File: src/rtl/alu_arbiter.sv
// alu_arbiter: shares a single combinational ALU between two requesters.
// Round-robin grant in IDLE, operands registered into the ALU for one EXEC
// cycle, result/zero captured and returned on a valid/ready response channel
// tagged with the owning requester.
module alu_arbiter #(
    parameter int unsigned WIDTH = 32,
    parameter int unsigned OP_W  = 3
) (
    input  logic             clk,
    input  logic             reset,
    input  logic             req0_valid,
    output logic             req0_ready,
    input  logic [WIDTH-1:0] req0_a,
    input  logic [WIDTH-1:0] req0_b,
    input  logic [OP_W-1:0]  req0_op,
    input  logic             req1_valid,
    output logic             req1_ready,
    input  logic [WIDTH-1:0] req1_a,
    input  logic [WIDTH-1:0] req1_b,
    input  logic [OP_W-1:0]  req1_op,
    output logic [WIDTH-1:0] alu_ope1,
    output logic [WIDTH-1:0] alu_ope2,
    output logic [OP_W-1:0]  alu_op,
    input  logic [WIDTH-1:0] alu_resultado,
    input  logic             alu_zero,
    output logic             rsp_valid,
    input  logic             rsp_ready,
    output logic             rsp_id,
    output logic [WIDTH-1:0] rsp_resultado,
    output logic             rsp_zero
);

    typedef enum logic [1:0] {
        IDLE = 2'd0,
        EXEC = 2'd1,
        RESP = 2'd2
    } state_t;

    state_t           state_q, state_d;
    // Also serves as the id of the in-flight operation: it is rewritten with
    // the winner on every accept, so it always names the current owner.
    logic             last_grant_q, last_grant_d;
    logic [WIDTH-1:0] ope1_q, ope1_d;
    logic [WIDTH-1:0] ope2_q, ope2_d;
    logic [OP_W-1:0]  op_q, op_d;
    logic             rsp_valid_q, rsp_valid_d;
    logic             rsp_id_q, rsp_id_d;
    logic [WIDTH-1:0] rsp_res_q, rsp_res_d;
    logic             rsp_zero_q, rsp_zero_d;

    logic             any_valid;
    logic             grant;
    logic             accept;

    // Round-robin grant: a lone requester wins, a tie goes to the port not served last
    always_comb begin
        any_valid = req0_valid | req1_valid;
        if (req0_valid && req1_valid) begin
            grant = ~last_grant_q;
        end else begin
            grant = req1_valid;
        end
        accept     = (state_q == IDLE) && any_valid;
        req0_ready = accept && !grant;
        req1_ready = accept && grant;
    end

    // Next-state and datapath update for the IDLE -> EXEC -> RESP sequence
    always_comb begin
        state_d      = state_q;
        last_grant_d = last_grant_q;
        ope1_d       = ope1_q;
        ope2_d       = ope2_q;
        op_d         = op_q;
        rsp_valid_d  = rsp_valid_q;
        rsp_id_d     = rsp_id_q;
        rsp_res_d    = rsp_res_q;
        rsp_zero_d   = rsp_zero_q;
        unique case (state_q)
            IDLE: begin
                if (accept) begin
                    state_d      = EXEC;
                    last_grant_d = grant;
                    ope1_d       = grant ? req1_a  : req0_a;
                    ope2_d       = grant ? req1_b  : req0_b;
                    op_d         = grant ? req1_op : req0_op;
                end
            end
            EXEC: begin
                state_d     = RESP;
                rsp_valid_d = 1'b1;
                rsp_id_d    = last_grant_q;
                rsp_res_d   = alu_resultado;
                rsp_zero_d  = alu_zero;
            end
            RESP: begin
                if (rsp_ready) begin
                    state_d     = IDLE;
                    rsp_valid_d = 1'b0;
                end
            end
            default: begin
                state_d = IDLE;
            end
        endcase
    end

    // State and output registers; async reset drops any in-flight operation
    always_ff @(posedge clk or posedge reset) begin
        if (reset) begin
            state_q      <= IDLE;
            last_grant_q <= 1'b1;
            ope1_q       <= '0;
            ope2_q       <= '0;
            op_q         <= '0;
            rsp_valid_q  <= 1'b0;
            rsp_id_q     <= 1'b0;
            rsp_res_q    <= '0;
            rsp_zero_q   <= 1'b0;
        end else begin
            state_q      <= state_d;
            last_grant_q <= last_grant_d;
            ope1_q       <= ope1_d;
            ope2_q       <= ope2_d;
            op_q         <= op_d;
            rsp_valid_q  <= rsp_valid_d;
            rsp_id_q     <= rsp_id_d;
            rsp_res_q    <= rsp_res_d;
            rsp_zero_q   <= rsp_zero_d;
        end
    end

    assign alu_ope1      = ope1_q;
    assign alu_ope2      = ope2_q;
    assign alu_op        = op_q;
    assign rsp_valid     = rsp_valid_q;
    assign rsp_id        = rsp_id_q;
    assign rsp_resultado = rsp_res_q;
    assign rsp_zero      = rsp_zero_q;

endmodule
File: config.mk
export PLATFORM = sky130hd
export DESIGN_NAME = alu_arbiter
export DESIGN_NICKNAME = d
export VERILOG_FILES = /design/src/rtl/alu_arbiter.sv
export SDC_FILE = /design/constraint.sdc
export NUM_CORES = 1
export LEC_CHECK = 0
export BUFFER_PORTS_ARGS = -buffer_cell sky130_fd_sc_hd__buf_4
export CORE_ASPECT_RATIO = 1.75
export CORE_MARGIN = 1
export CORE_UTILIZATION = 33
export DETAILED_ROUTE_END_ITERATION = 12
export SETUP_SLACK_MARGIN = 0.05
export SYNTH_ARGS = -nofsm -noshare
export SYNTH_HDL_FRONTEND = slang
export SYNTH_SLANG_ARGS = --single-unit
export TNS_END_PERCENT = 1
File: constraint.sdc
create_clock -name clk -period 4.35 [get_ports clk]
set_input_delay 0.6525 -clock clk [delete_from_list [all_inputs] [get_ports clk]]
set_output_delay 0.6525 -clock clk [all_outputs]
set_load 0.1 [all_outputs]
Word level (Yosys, flattened, before mapping)

Index checks and enable logic that the tools add are counted.

Bits in registers: 105
Input port bits: 172
Output and inout port bits: 104

Equal/unequal tests: 4
Multiplexer cells: 9
Bitwise logic cells: 2
Reduce and logical (&&, ||, !) cells: 10

Operator list:

| kind                                           | number |
|---|---|
| two-way mux 32 bit                             | 2 |
| one-hot mux 2 bit (3 select lines)             | 1 |
| AND reduction 2 bit                            | 3 |
| logical AND 1 bit                              | 4 |
| two-way mux 2 bit                              | 2 |
| inequality test 2 bit (second input constant)  | 2 |
| two-way mux 3 bit                              | 1 |
| == test 2 x 1 -> 1 bit (second input constant) | 1 |
| == test 2 bit (second input constant)          | 1 |
| zero test 2 bit                                | 1 |
| two-way mux 1 bit                              | 2 |
| one-hot mux 1 bit (2 select lines)             | 1 |
| nonzero test 2 bit                             | 1 |
| zero test 1 bit                                | 1 |
| inverter 1 bit                                 | 1 |
| bitwise OR 1 bit                               | 1 |

Logic depth before layout (Yosys ltp)

Word-level depth: 4
Gate-level depth with buffers: 6
Mapped depth without buffers: 3

Least setup slack after synthesis

Ideal clock, no wire load.

Path type: input to output
From: input port req1_valid
To: output port req0_ready
Arrival: 2.032 ns
Data required time: 3.697 ns
Slack: 1.665 ns
Stages: 4
Buffers on the path: 2
Path through: nand2b_1 and3_1 clkbuf_1 clkbuf_1

Longest elaborated chain between the ends: 4
Elaborated cells between the ends (all ways): 6

Ends and longest elaborated chain:

| element             | RTL line | text |
|---|---|---|
| start: declaration  | 16       | `input logic req1_valid,` |
| logical AND 1 bit   | 58       | `if (req0_valid && req1_valid) begin` |
| two-way mux 1 bit   | 58       |  |
| zero test 1 bit     | 64       | `req0_ready = accept && !grant;` |
| logical AND 1 bit * | 64       |  |
| end: declaration    | 12       | `output logic req0_ready,` |

Every way passes the cells marked *; elsewhere a longest branch is shown, timed or not.

Worst setup path in the final report

From: register last_grant_q
To: output port req0_ready

Longest elaborated chain between the ends: 4

Ends and longest elaborated chain:

| element                  | RTL line | text |
|---|---|---|
| start: declaration       | 42       | `logic last_grant_q, last_grant_d;` |
| start signal: assignment | 122      | `last_grant_q <= last_grant_d;` |
| inverter 1 bit           | 59       | `grant = ~last_grant_q;` |
| two-way mux 1 bit        | 58       |  |
| zero test 1 bit          | 64       |  |
| logical AND 1 bit        | 64       |  |

No other way between the ends.

==> run_results.csv <==
group,metric,value,unit
status,outcome,"completed",
route,drt_iter0_drc,124,
synthesis,synth.distinct_cells,21,
cells_and_area,diodes,0,
sta,clock.fmax,0.4657,GHz
place,numPortBuffers,275,
sta,tightest_slew,0.8895,ns
synthesis,synth_flop_cell,"dfrtp_1",
flow_run,max-cap-violations,0,
cells_and_area,fillerInstances,1199,
critical_path,start_kind,"register",
grt,overflow,0,
route,vias,3899,
grt,antenna_found_initial,0,
cells_and_area,fin_cells,758,
floorplan,rows,55,
place,post-place-ws,2.101,ns
min_path,hp-class,"input pin to async pin",
critical_path,cp_num_cells,3,
sta,finalMaxSlewViolations,0,
synthesis,synth_edf_count,0,
critical_path,ff2ff_path_depth,4,
grt,gr-usage-all-layers,19.72,%
synthesis,synthCells,325,
critical_path,crit_fanout,4,
critical_path,endpoint_kind,"primary output",
floorplan,dieArea,14030,sq um
route,remaining_drc_errors,0,
sta,finalSetupTns,0,ns
cells_and_area,syn2layout_area_growth,54.79,%
clock_tree,cts.reportedPaths.clkPinSlew,0.08,ns
sta,maxSlewHeadroom,40.70,%
sta,clock_skew,0.009571,ns
floorplan,start_util,34.18,%
place,place.gp.congestion,0.7532,
synthesis,synth-seq-cells,105,
route,vias_per_cell,5.144,
clock_tree,cts.path.max_buffers,2,
clock_tree,cts_buffers,9,
synthesis,synth_commonest_cells,"104 x dfrtp_1, 67 x a221o_1, 67 x o21a_1, 34 x mux2_2, 16 x clkbuf_1",
grt,grt_pass1_wl,21.78,mm
sta,setup_ws,2.203,ns
critical_path,critical-path-top-delay-family,"flip-flops",
floorplan,die_w,89.97,um
floorplan,core-area,13080,sq um
synthesis,synth_top_cell_by_area,"dfrtp_1",
synthesis,synth_area_leaders,"dfrtp_1 58%, a221o_1 15%, o21a_1 11%",
clock_tree,clock_latency,0.34,ns
place,dp.cells,742,
sta,hold_viol_final,0,
synthesis,yosysSeqAreaShare,58.82,%
clock_tree,clockRootBuffer,"clkbuf_16",
grt,grt_start_max_net_pins,73,
route,first_pass_iters,4,
critical_path,slowest_delay,0.56,ns
synthesis,yosysMostFrequentCell,"dfrtp_1",
cells_and_area,final_area,6918,sq um
sta,finalCriticalPeriod,2.147,ns
critical_path,critPathArrivalTime,1.49,ns
synthesis,synthesis.area,4469,sq um
route,drtAntennaViolNets,0,
floorplan,pin_count,276,
place,post-dp-hpwl,9.984,mm
sta,rsz0062_at_grt,"no",
clock_tree,cts.sink_count,105,
critical_path,crit_chain,"nand2b_1, and3_2, buf_4",
sta,fin_crit_sh,49.36,%
synthesis,yosys_warnings,0,
synthesis,synthArstFlopShare,100.0,%
critical_path,criticalPathCategory,"register to primary output",
clock_tree,cts_tree,"built",
clock_tree,cts-hold-fix-buffers,0,
critical_path,crit_buf_inv,1,
sta,setup_viol,0,
synthesis,yosysTopAreaCellShare,58.23,%
cells_and_area,drive_above_1_share,57.58,%
cells_and_area,nNetsFinal,754,
place,placed_cell_area,6614,sq um
route,wirelength,13.94,mm
synthesis,synth_nets,497,
critical_path,cp.required,3.70,ns
clock_tree,ctsResizeCount,0,
critical_path,critPathSlowestCell,"dfstp_2",
route,post_drt_wl_per_cell,18.39,um
grt,grt_pass1_vias,4189,
floorplan,die_h,156.0,um
clock_tree,postCtsSetupRepairBufs,0,
synthesis,syn_avg_cell_area,13.75,sq um
clock_tree,htree_levels,3,
==> final cells by class <==
type / instances / area [sq um] / area share (%)
clock inverter: 5 / 61.31 / 0.8862
timing repair buffer: 281 / 2110 / 30.49
inverter: 2 / 10.01 / 0.1447
sequential: 105 / 2629 / 38.00
clock buffer: 11 / 242.7 / 3.509
tap: 171 / 214.0 / 3.093
multi-input combinational: 183 / 1652 / 23.87
==> sequential cells by signal (all words and copies together) (netlist names) <==
register / cells
alu_ope1: 32
alu_ope2: 32
rsp_resultado: 32
alu_op: 3
state_q: 2
last_grant_q: 1
rsp_id: 1
rsp_valid: 1
rsp_zero: 1
==> layer usage <==
layer	routed length, um	track usage, %	vias up
met5	0	0	-
met4	318	7.066	0
met3	920	4.873	23
met2	7431	35.38	192
met1	5266	22.74	1900
li1	-	-	1784
==> metrics by stage <==
stage	hold WS (ns)	utilization, %
2_1_floorplan	0.4832	-
3_3_place_gp	0.4919	50.58
3_5_place_dp	0.4967	50.58
4_1_cts	0.5124	52.91
5_1_grt	0.5221	52.91
6_report	0.4998	52.91
==> kinds of logic (layout without fill, tap and decap cells) <==
kind of cell           after synthesis  after routing  share of synthesized area [%]
AO/OA/AOI/OAI                      137            137                          26.71
flip-flops                         105            105                          58.82
buffers and inverters               37            299                          4.451
multiplexers                        34             34                          8.567
AND/OR/NAND/NOR                     12             12                          1.456
==> path summary, 6_finish.rpt <==
path,startpoint,to,slack (ns)
max reg2reg,state_q[0],alu_ope2[4],2.36
max,last_grant_q,req0_ready,2.20
min reg2reg,rsp_resultado[5],rsp_resultado[5],0.51
min,reset,alu_ope2[10],0.50
max in group asynchronous,reset,alu_ope2[14],2.83
min in group clk,rsp_resultado[5],rsp_resultado[5],0.51
==> layout by cell type (no fill, tap or decap), types with 2 or more instances in the layout <==
cell type    n
clkbuf_16    9
o21a_1      67
nor2_1       2
buf_4      281
inv_6        3
nand2_1      2
mux2_2      34
or2_2        2
a221o_1     67
and3_2       2
a21oi_1      2
dfrtp_1    104
Power is not shown: default switching activity piles up to over one toggle a cycle in this logic, so the estimate is an artifact.
